`config.mk`:
```
export PLATFORM = sky130hd
export DESIGN_NAME = result_writeback
export DESIGN_NICKNAME = d
export VERILOG_FILES = /design/src/rtl/result_writeback_pkg.sv /design/src/rtl/result_writeback_sat_narrow.sv /design/src/rtl/result_writeback.sv
export SDC_FILE = /design/constraint.sdc
export NUM_CORES = 1
export LEC_CHECK = 0
export CORE_MARGIN = 2
export CORE_UTILIZATION = 49
export CTS_CLUSTER_DIAMETER = 30
export DETAILED_ROUTE_END_ITERATION = 6
export HOLD_SLACK_MARGIN = 0.08
export PLACE_DENSITY_LB_ADDON = 0.15
export SYNTH_ARGS = -nofsm -noshare
export SYNTH_HDL_FRONTEND = slang
export SYNTH_HIERARCHICAL = 1
export SYNTH_SLANG_ARGS = --single-unit
```
`constraint.sdc`:
```
create_clock -name clk -period 2.85 [get_ports clk]
set_input_delay 0.57 -clock clk [delete_from_list [all_inputs] [get_ports clk]]
set_output_delay 0.57 -clock clk [all_outputs]
set_load 0.02 [all_outputs]
```
`src/rtl/result_writeback_pkg.sv`:
```
// Shared types and sizing helpers for the result write-back stage and its
// sub-blocks.
package result_writeback_pkg;

    typedef enum logic [1:0] {
        IDLE = 2'd0,
        RUN  = 2'd1,
        DONE = 2'd2
    } wb_state_t;

    localparam int DEF_N = 8;
    localparam int DEF_M = 10;
    localparam int TOTAL = DEF_N * DEF_M;

    // Counter width able to hold 0..total inclusive.
    function automatic int cnt_width(input int total);
        return $clog2(total + 1);
    endfunction

endpackage

```
`src/rtl/result_writeback_sat_narrow.sv`:
```
// Combinational signed narrowing from IN_WIDTH to OUT_WIDTH with clamping to
// the representable range; clamped flags any out-of-range input.
module sat_narrow #(
    parameter int IN_WIDTH  = 33,
    parameter int OUT_WIDTH = 16
) (
    input  logic [IN_WIDTH-1:0]  din,
    output logic [OUT_WIDTH-1:0] dout,
    output logic                 clamped
);

    // The value fits exactly when every bit from the output sign bit upward
    // is a copy of the input sign.
    logic [IN_WIDTH-OUT_WIDTH:0] top_bits;
    logic                        fits;

    assign top_bits = din[IN_WIDTH-1:OUT_WIDTH-1];
    assign fits     = (top_bits == '0) || (top_bits == '1);

    always_comb begin
        clamped = ~fits;
        dout    = din[OUT_WIDTH-1:0];
        if (!fits) begin
            if (din[IN_WIDTH-1]) begin
                dout = {1'b1, {(OUT_WIDTH-1){1'b0}}};
            end else begin
                dout = {1'b0, {(OUT_WIDTH-1){1'b1}}};
            end
        end
    end

endmodule

```
`src/rtl/result_writeback.sv`:
```
// Drains matrix-multiplier results from a show-ahead FIFO, saturates them to
// OUT_WIDTH and writes them row-major to result memory, one job of N*M words.
module result_writeback
    import result_writeback_pkg::*;
#(
    parameter int                    N           = DEF_N,
    parameter int                    M           = DEF_M,
    parameter int                    ACCUM_WIDTH = 33,
    parameter int                    OUT_WIDTH   = 16,
    parameter int                    ADDR_WIDTH  = 16,
    parameter logic [ADDR_WIDTH-1:0] BASE_ADDR   = '0
) (
    input  logic                   clk,
    input  logic                   rst,
    input  logic                   start,
    input  logic [ACCUM_WIDTH-1:0] fifo_head,
    input  logic                   fifo_empty,
    output logic                   pop_fifo,
    output logic                   wr_valid,
    input  logic                   wr_ready,
    output logic [ADDR_WIDTH-1:0]  wr_addr,
    output logic [OUT_WIDTH-1:0]   wr_data,
    output logic                   sat_flag,
    output logic                   done,
    output logic                   busy,
    output logic [1:0]             dbg_state
);

    localparam int            JOB_TOTAL = N * M;
    localparam int            CW        = cnt_width(JOB_TOTAL);
    localparam logic [CW-1:0] TOTAL_C   = CW'(JOB_TOTAL);
    localparam logic [CW-1:0] LAST_IDX  = CW'(JOB_TOTAL - 1);

    wb_state_t state, state_next;

    logic [CW-1:0]         cnt;
    logic [CW-1:0]         loaded;
    logic [ADDR_WIDTH-1:0] next_addr;
    logic [OUT_WIDTH-1:0]  sat_data;
    logic                  sat_clamp;
    logic                  start_ok;
    logic                  accept;
    logic                  last_accept;

    sat_narrow #(
        .IN_WIDTH (ACCUM_WIDTH),
        .OUT_WIDTH(OUT_WIDTH)
    ) u_sat (
        .din    (fifo_head),
        .dout   (sat_data),
        .clamped(sat_clamp)
    );

    // Write handshake: a word transfers on every rising edge where wr_valid
    // and wr_ready are both high; while wr_valid is high and wr_ready low,
    // wr_addr and wr_data hold their values.
    assign accept      = wr_valid & wr_ready;
    assign last_accept = accept & (cnt == LAST_IDX);
    assign pop_fifo    = (state == RUN) & ~fifo_empty & (~wr_valid | wr_ready)
                         & (loaded < TOTAL_C);

    assign busy      = (state == RUN);
    assign done      = (state == DONE);
    assign dbg_state = state;

    always_comb begin
        state_next = state;
        start_ok   = 1'b0;
        case (state)
            IDLE: begin
                if (start) begin
                    state_next = RUN;
                    start_ok   = 1'b1;
                end
            end
            RUN: begin
                if (last_accept) begin
                    state_next = DONE;
                end
            end
            DONE: begin
                if (start) begin
                    state_next = RUN;
                    start_ok   = 1'b1;
                end
            end
            default: state_next = IDLE;
        endcase
    end

    always_ff @(posedge clk or posedge rst) begin
        if (rst) begin
            state <= IDLE;
        end else begin
            state <= state_next;
        end
    end

    // Holding register: a pop always refills it, so accept-and-pop in one
    // cycle replaces the old word without a bubble.
    always_ff @(posedge clk or posedge rst) begin
        if (rst) begin
            cnt       <= '0;
            loaded    <= '0;
            next_addr <= BASE_ADDR;
            wr_addr   <= BASE_ADDR;
            wr_data   <= '0;
            wr_valid  <= 1'b0;
            sat_flag  <= 1'b0;
        end else if (start_ok) begin
            cnt       <= '0;
            loaded    <= '0;
            next_addr <= BASE_ADDR;
            wr_valid  <= 1'b0;
            sat_flag  <= 1'b0;
        end else begin
            if (accept) begin
                cnt <= cnt + CW'(1);
            end
            if (pop_fifo) begin
                wr_data   <= sat_data;
                wr_addr   <= next_addr;
                next_addr <= next_addr + ADDR_WIDTH'(1);
                loaded    <= loaded + CW'(1);
                wr_valid  <= 1'b1;
                if (sat_clamp) begin
                    sat_flag <= 1'b1;
                end
            end else if (accept) begin
                wr_valid <= 1'b0;
            end
        end
    end

endmodule

```
# Word-level counts from Yosys, hierarchy flattened
# Index checks and enable logic that the tools add are counted.
[op_classes] n_reduce_logical=10 bitwise=9 order_cmp=1 n_eq_ne=7 add_sub_neg=3 n_mux=19
[op_table] operator="16-bit two-way mux" n=4
[op_table] operator="7-bit two-way mux" n=4
[op_table] operator="18-bit equality test, second input constant" n=1
[op_table] operator="18-bit zero test" n=1
[op_table] operator="16-bit by 1-bit adder with 16-bit output, second input constant" n=1
[op_table] operator="7-bit by 1-bit adder with 7-bit output, second input constant" n=2
[op_table] operator="1-bit two-way mux" n=8
[op_table] operator="7-bit equality test, second input constant" n=1
[op_table] operator="7-bit less-than comparator, second input constant" n=1
[op_table] operator="2-bit AND reduction" n=3
[op_table] operator="1-bit bitwise AND" n=5
[op_table] operator="2-bit two-way mux" n=2
[op_table] operator="2-bit by 1-bit inequality test with 1-bit output, second input constant" n=2
[op_table] operator="2-bit case mux with 2 select lines" n=1
[op_table] operator="2-bit nonzero test" n=2
[op_table] operator="1-bit inverter" n=3
[op_table] operator="3-bit nonzero test" n=1
[op_table] operator="2-bit by 1-bit equality test with 1-bit output, second input constant" n=1
[op_table] operator="2-bit equality test, second input constant" n=1
[op_table] operator="2-bit zero test" n=1
[op_table] operator="2-bit inequality test, second input constant" n=1
[op_table] operator="2-bit OR reduction" n=1
[op_table] operator="1-bit logical OR" n=1
[op_table] operator="1-bit OR" n=1
[word_totals] inputBits=38 wordCells=57 out_inout_bits=39 register_bits=66

# Longest topological paths before layout
# Gate-level depths: netlist (run 1).
[depth] ltp_word=6 mapped_depth=7 mapped_depth_nobuf=6

# Hierarchy
# The synthesis (run 1) kept the hierarchy.
[by_module_without_submodules] module="result_writeback" cells_per_inst=305 area_each_um2=2832.7 n_inst=1 seq_area_each_um2=1651.6
[by_module_without_submodules] module="sat_narrow" cells_per_inst=51 area_each_um2=349.1 n_inst=1 seq_area_each_um2=0.0

# Worst setup path before layout (run 1)
# Ideal clock, no wire load.
[synth_path] path_type="reg-to-output" start="register state[1], in the netlist dbg_state[1]" end="output pop_fifo" arrival_ns=1.392 path_stages_with_launch=5 n_path_buf=1 required_ns=2.280 setup_slack_ns=0.888 path_cell_list="dfrtp_1 and2b_2 nand4_1 inv_2 buf_2"
[synth_via] elab_chain_len=4
[synth_lines] item="start: declaration" line="result_writeback.sv:34" text="wb_state_t state, state_next;"
[synth_lines] item="start signal: assignment" line="result_writeback.sv:95" text="state <= state_next;"
[synth_lines] item="2-bit by 1-bit equality test with 1-bit output"
[synth_lines] item="named net busy" line="result_writeback.sv:25" text="output logic busy,"
[synth_lines] item="1-bit bitwise AND (2 in series)" line="result_writeback.sv:59" text="assign pop_fifo = (state == RUN) & ~fifo_empty & (~wr_valid | wr_ready)"
[synth_lines] item="1-bit bitwise AND" line="result_writeback.sv:60" text="& (loaded < TOTAL_C);"
[synth_lines] item="end: declaration" line="result_writeback.sv:18" text="output logic pop_fifo,"
# The timed path passes the listed nets, and every way through them passes these cells.

# Worst setup path after layout (run 1)
[layout_path] start="input wr_ready" end="output pop_fifo"
[layout_via] elab_chain_len=3
[layout_lines] item="start: declaration" line="result_writeback.sv:20" text="input logic wr_ready,"
[layout_lines] item="1-bit OR" line="result_writeback.sv:59"
[layout_lines] item="1-bit bitwise AND" line="result_writeback.sv:59"
[layout_lines] item="1-bit bitwise AND" line="result_writeback.sv:60"
# No other way between the ends.

==> flow_summary.ini, run 1 <==
[clock_network]
numCtsBuffers = 9
cts_sinks = 66
post_cts_resize_count = 0
clockBufferDepth = 2
cts_tree = yes
cts_setup_buffers = 0
root_buffer = clkbuf_8
clk_latency_ns = 0.34
cts_max_level = 3
cts-hold-fix-buffers = 0
clk_pin_slew_ns = 0.06

[timing]
rsz0062_at_grt = false
hold_viol_final = 0
clock.fmax_ghz = 0.378
hold-worst-slack_ns = 0.474
timing.final.crit_share_pct = 92.8
min_period_ns = 2.64
finalMaxSlewViolations = 0
finalSetupViolCount = 0
worstMarginPinSlew_ns = 0.566
finClkSkew_ns = 0.0102
timing.setup.tns_ns = 0
relSlewSlack_pct = 62.3

[drt]
vias_per_cell = 5.30
drt_iter0_markers = 133
wl_per_cell_um = 13.7
vias = 2720
antenna_left = 0
firstDrtPassIters = 4
drc = 0
wl_um = 7000

[synth]
ys.warnings.count = 6
syn-mean-instance-area_um2 = 8.94
ys.flop_type = dfrtp_1
ys_ff_latch = 66
ys_seq_area_share_pct = 51.9
synthArstFlopShare_pct = 100
ys_types = 38
syn-instance-count = 356
synth_fp_nets = 397
synth_area_um2 = 3180
synth-edff-count = 0

[cells_and_area]
syn_to_final_growth_pct = 32.2
nNetsFinal = 473
final_area_um2 = 4210
diodes = 0
stdcell_count = 513
drive_gt1_share_pct = 7.57

[floorplan]
initial_utilization_pct = 50.4
die_w_um = 84.6
row_count = 29
dieArea_um2 = 7150
die_y_um = 84.6
core_region_area_um2 = 6310
ios = 77

[worst_setup_path]
critPathRequiredTime_ns = 2.28
crit_path_cell_trace = clkdlybuf4s50_1 -> nand2b_1 -> nand4_1 -> inv_2 -> clkdlybuf4s50_1
critPathKind = in -> out
cpLargestDelayFamily = buffers and inverters
regToRegSetupSlack_ns = 0.91
cpPeakStageDelay_ns = 0.60
path_common_cell = clkdlybuf4s50_1
cp.arrival_ns = 2.07
endpoint_kind = output pin
critical_path_buf_inv_count = 3
cp_slowest_cell = clkdlybuf4s50_1
cp_max_fo = 3
cp-start-kind = input port

[flow_run]
maxCapViolCount = 0

[power_and_ir_drop]
power.leakage_nw = 1.91
finalPower_mw = 2.58
p_per_area_nw_per_um2 = 613
peakVddDrop_mv = 0.452

[grt]
grt-ovfl-total = 0
grt_pass1_vias = 2734
grt_start_max_net_pins = 67
grt_use_total_pct = 21.2
grt_first_pass_wirelength_um = 12100
antenna_found_initial = 0

[place]
place_area_um2 = 4020
place.gp.congestion = 0.782
dp_hpwl_um = 4840
port_buffers = 76
place_inst = 498

[worst_hold_path]
hold_class = reg -> reg

[run_status]
outcome = finished clean
==> per-layer routing <==
metal	wire length, um	up-vias	track usage, %
met5	0	-	0
met4	98	0	8.23
met3	362	8	5.70
met2	3350	76	34.8
met1	3190	1279	26.9
li1	-	1357	-
==> synth_stat cells, types with 3 or more instances <==
| cell | instances | share of area, % |
|---|---|---|
| nand2_1 | 117 | 14 |
| dfrtp_1 | 66 | 52 |
| nor2_1 | 24 | 2.8 |
| nor3_1 | 15 | 2.4 |
| o21ai_0 | 15 | 2.4 |
| o2bb2ai_1 | 15 | 4.1 |
| nand4_1 | 14 | 2.8 |
| xor2_1 | 13 | 3.6 |
| clkbuf_1 | 11 | 1.3 |
| nand3_1 | 9 | 1.4 |
| and3_1 | 6 | 1.2 |
| a21oi_1 | 5 | 0.79 |
| buf_2 | 5 | 0.79 |
| or3_1 | 4 | 0.79 |
| and4_1 | 3 | 0.83 |
| ha_1 | 3 | 1.2 |
| nand2b_1 | 3 | 0.59 |
| nor4_1 | 3 | 0.59 |
==> cells by family after synthesis <==
family | share of synthesized area, %
compound gates | 8.69
xor+xnor | 4.13
fa+ha+maj | 1.18
buf+inv | 3.38
flops | 51.9
simple gates | 30.7
==> cells in the final DEF (no fill, tap or decap), drive strengths merged <==
master / netlist / layout
nand2b: 3 / 3
inv: 3 / 3
a22o: 1 / 1
nor4: 4 / 4
ha: 3 / 3
a21oi: 5 / 5
nor2b: 2 / 2
a41oi: 1 / 1
o31ai: 1 / 1
and2: 1 / 1
or3: 4 / 4
o211ai: 1 / 1
or2: 1 / 1
buf: 8 / 8
xnor2: 2 / 2
nand2: 117 / 117
clkinv: 0 / 2
dfrtp: 66 / 66
nor3: 16 / 16
nand4: 14 / 14
and4: 3 / 3
o2bb2ai: 15 / 15
and3: 6 / 6
nor2: 25 / 25
and2b: 1 / 1
o21ai: 16 / 16
bufinv: 0 / 1
a21o: 1 / 1
clkbuf: 11 / 10
clkinvlp: 0 / 2
nand3: 12 / 12
clkdlybuf4s50: 0 / 76
xor2: 13 / 13
==> flip-flops by register name, summed over array words and instances (netlist names) <==
register,flops
dbg_state,2
sat_flag,1
cnt,7
loaded,7
wr_valid,1
next_addr,16
wr_data,16
wr_addr,16
==> metrics by stage <==
step           setup WS (ns)  utilization, %
2_1_floorplan          0.625               -
3_3_place_gp           0.220            63.6
3_5_place_dp           0.231            63.6
4_1_cts                0.213            66.6
5_1_grt                0.131            66.6
6_report               0.206            66.6
==> power breakdown <==
part	total [mW]	internal, mW	switching, mW
Combinational	0.616	0.280	0.336
Clock	0.767	0.420	0.348
Sequential	1.20	1.08	0.117
Total	2.58	1.78	0.801
==> worst reg2reg max path: cells and delay by family, from the launching register on <==
| family | cells | cell delay (ns) |
|---|---|---|
| simple gates | 2 | 0.38 |
| flops | 1 | 0.43 |
| buf+inv | 2 | 0.48 |
| compound gates | 3 | 0.54 |
==> path summary, 6_finish.rpt <==
check	startpoint	to	depth (start not counted)
max	wr_ready	pop_fifo	5
min in group asynchronous	rst	wr_data[5]	3
max reg2reg	loaded[4]	loaded[3]	7
min	wr_addr[9]	wr_addr[9]	2
min reg2reg	wr_addr[9]	wr_addr[9]	2
max in group asynchronous	rst	next_addr[15]	3
==> cell type report <==
type                       instances  area [um2]
multi-input combinational        268        1420
clock buffer                      10         138
tap                               77        96.3
timing repair buffer              84         833
sequential                        66        1650
inverter                           3        11.3
clock inverter                     5        55.1
fill                             528        2110
(Power assumes the default switching activity.)
==> run 2, diff against run 1 <==
--- a/config.mk
+++ b/config.mk
@@ -9,6 +9,7 @@
 export CORE_UTILIZATION = 49
 export CTS_CLUSTER_DIAMETER = 30
 export DETAILED_ROUTE_END_ITERATION = 6
+export GPL_ROUTABILITY_DRIVEN = 0
 export HOLD_SLACK_MARGIN = 0.08
 export PLACE_DENSITY_LB_ADDON = 0.15
 export SYNTH_ARGS = -nofsm -noshare
==> results of run 2 <==
Same layout as run 1: the final DEF is identical, and so are final timing and power.
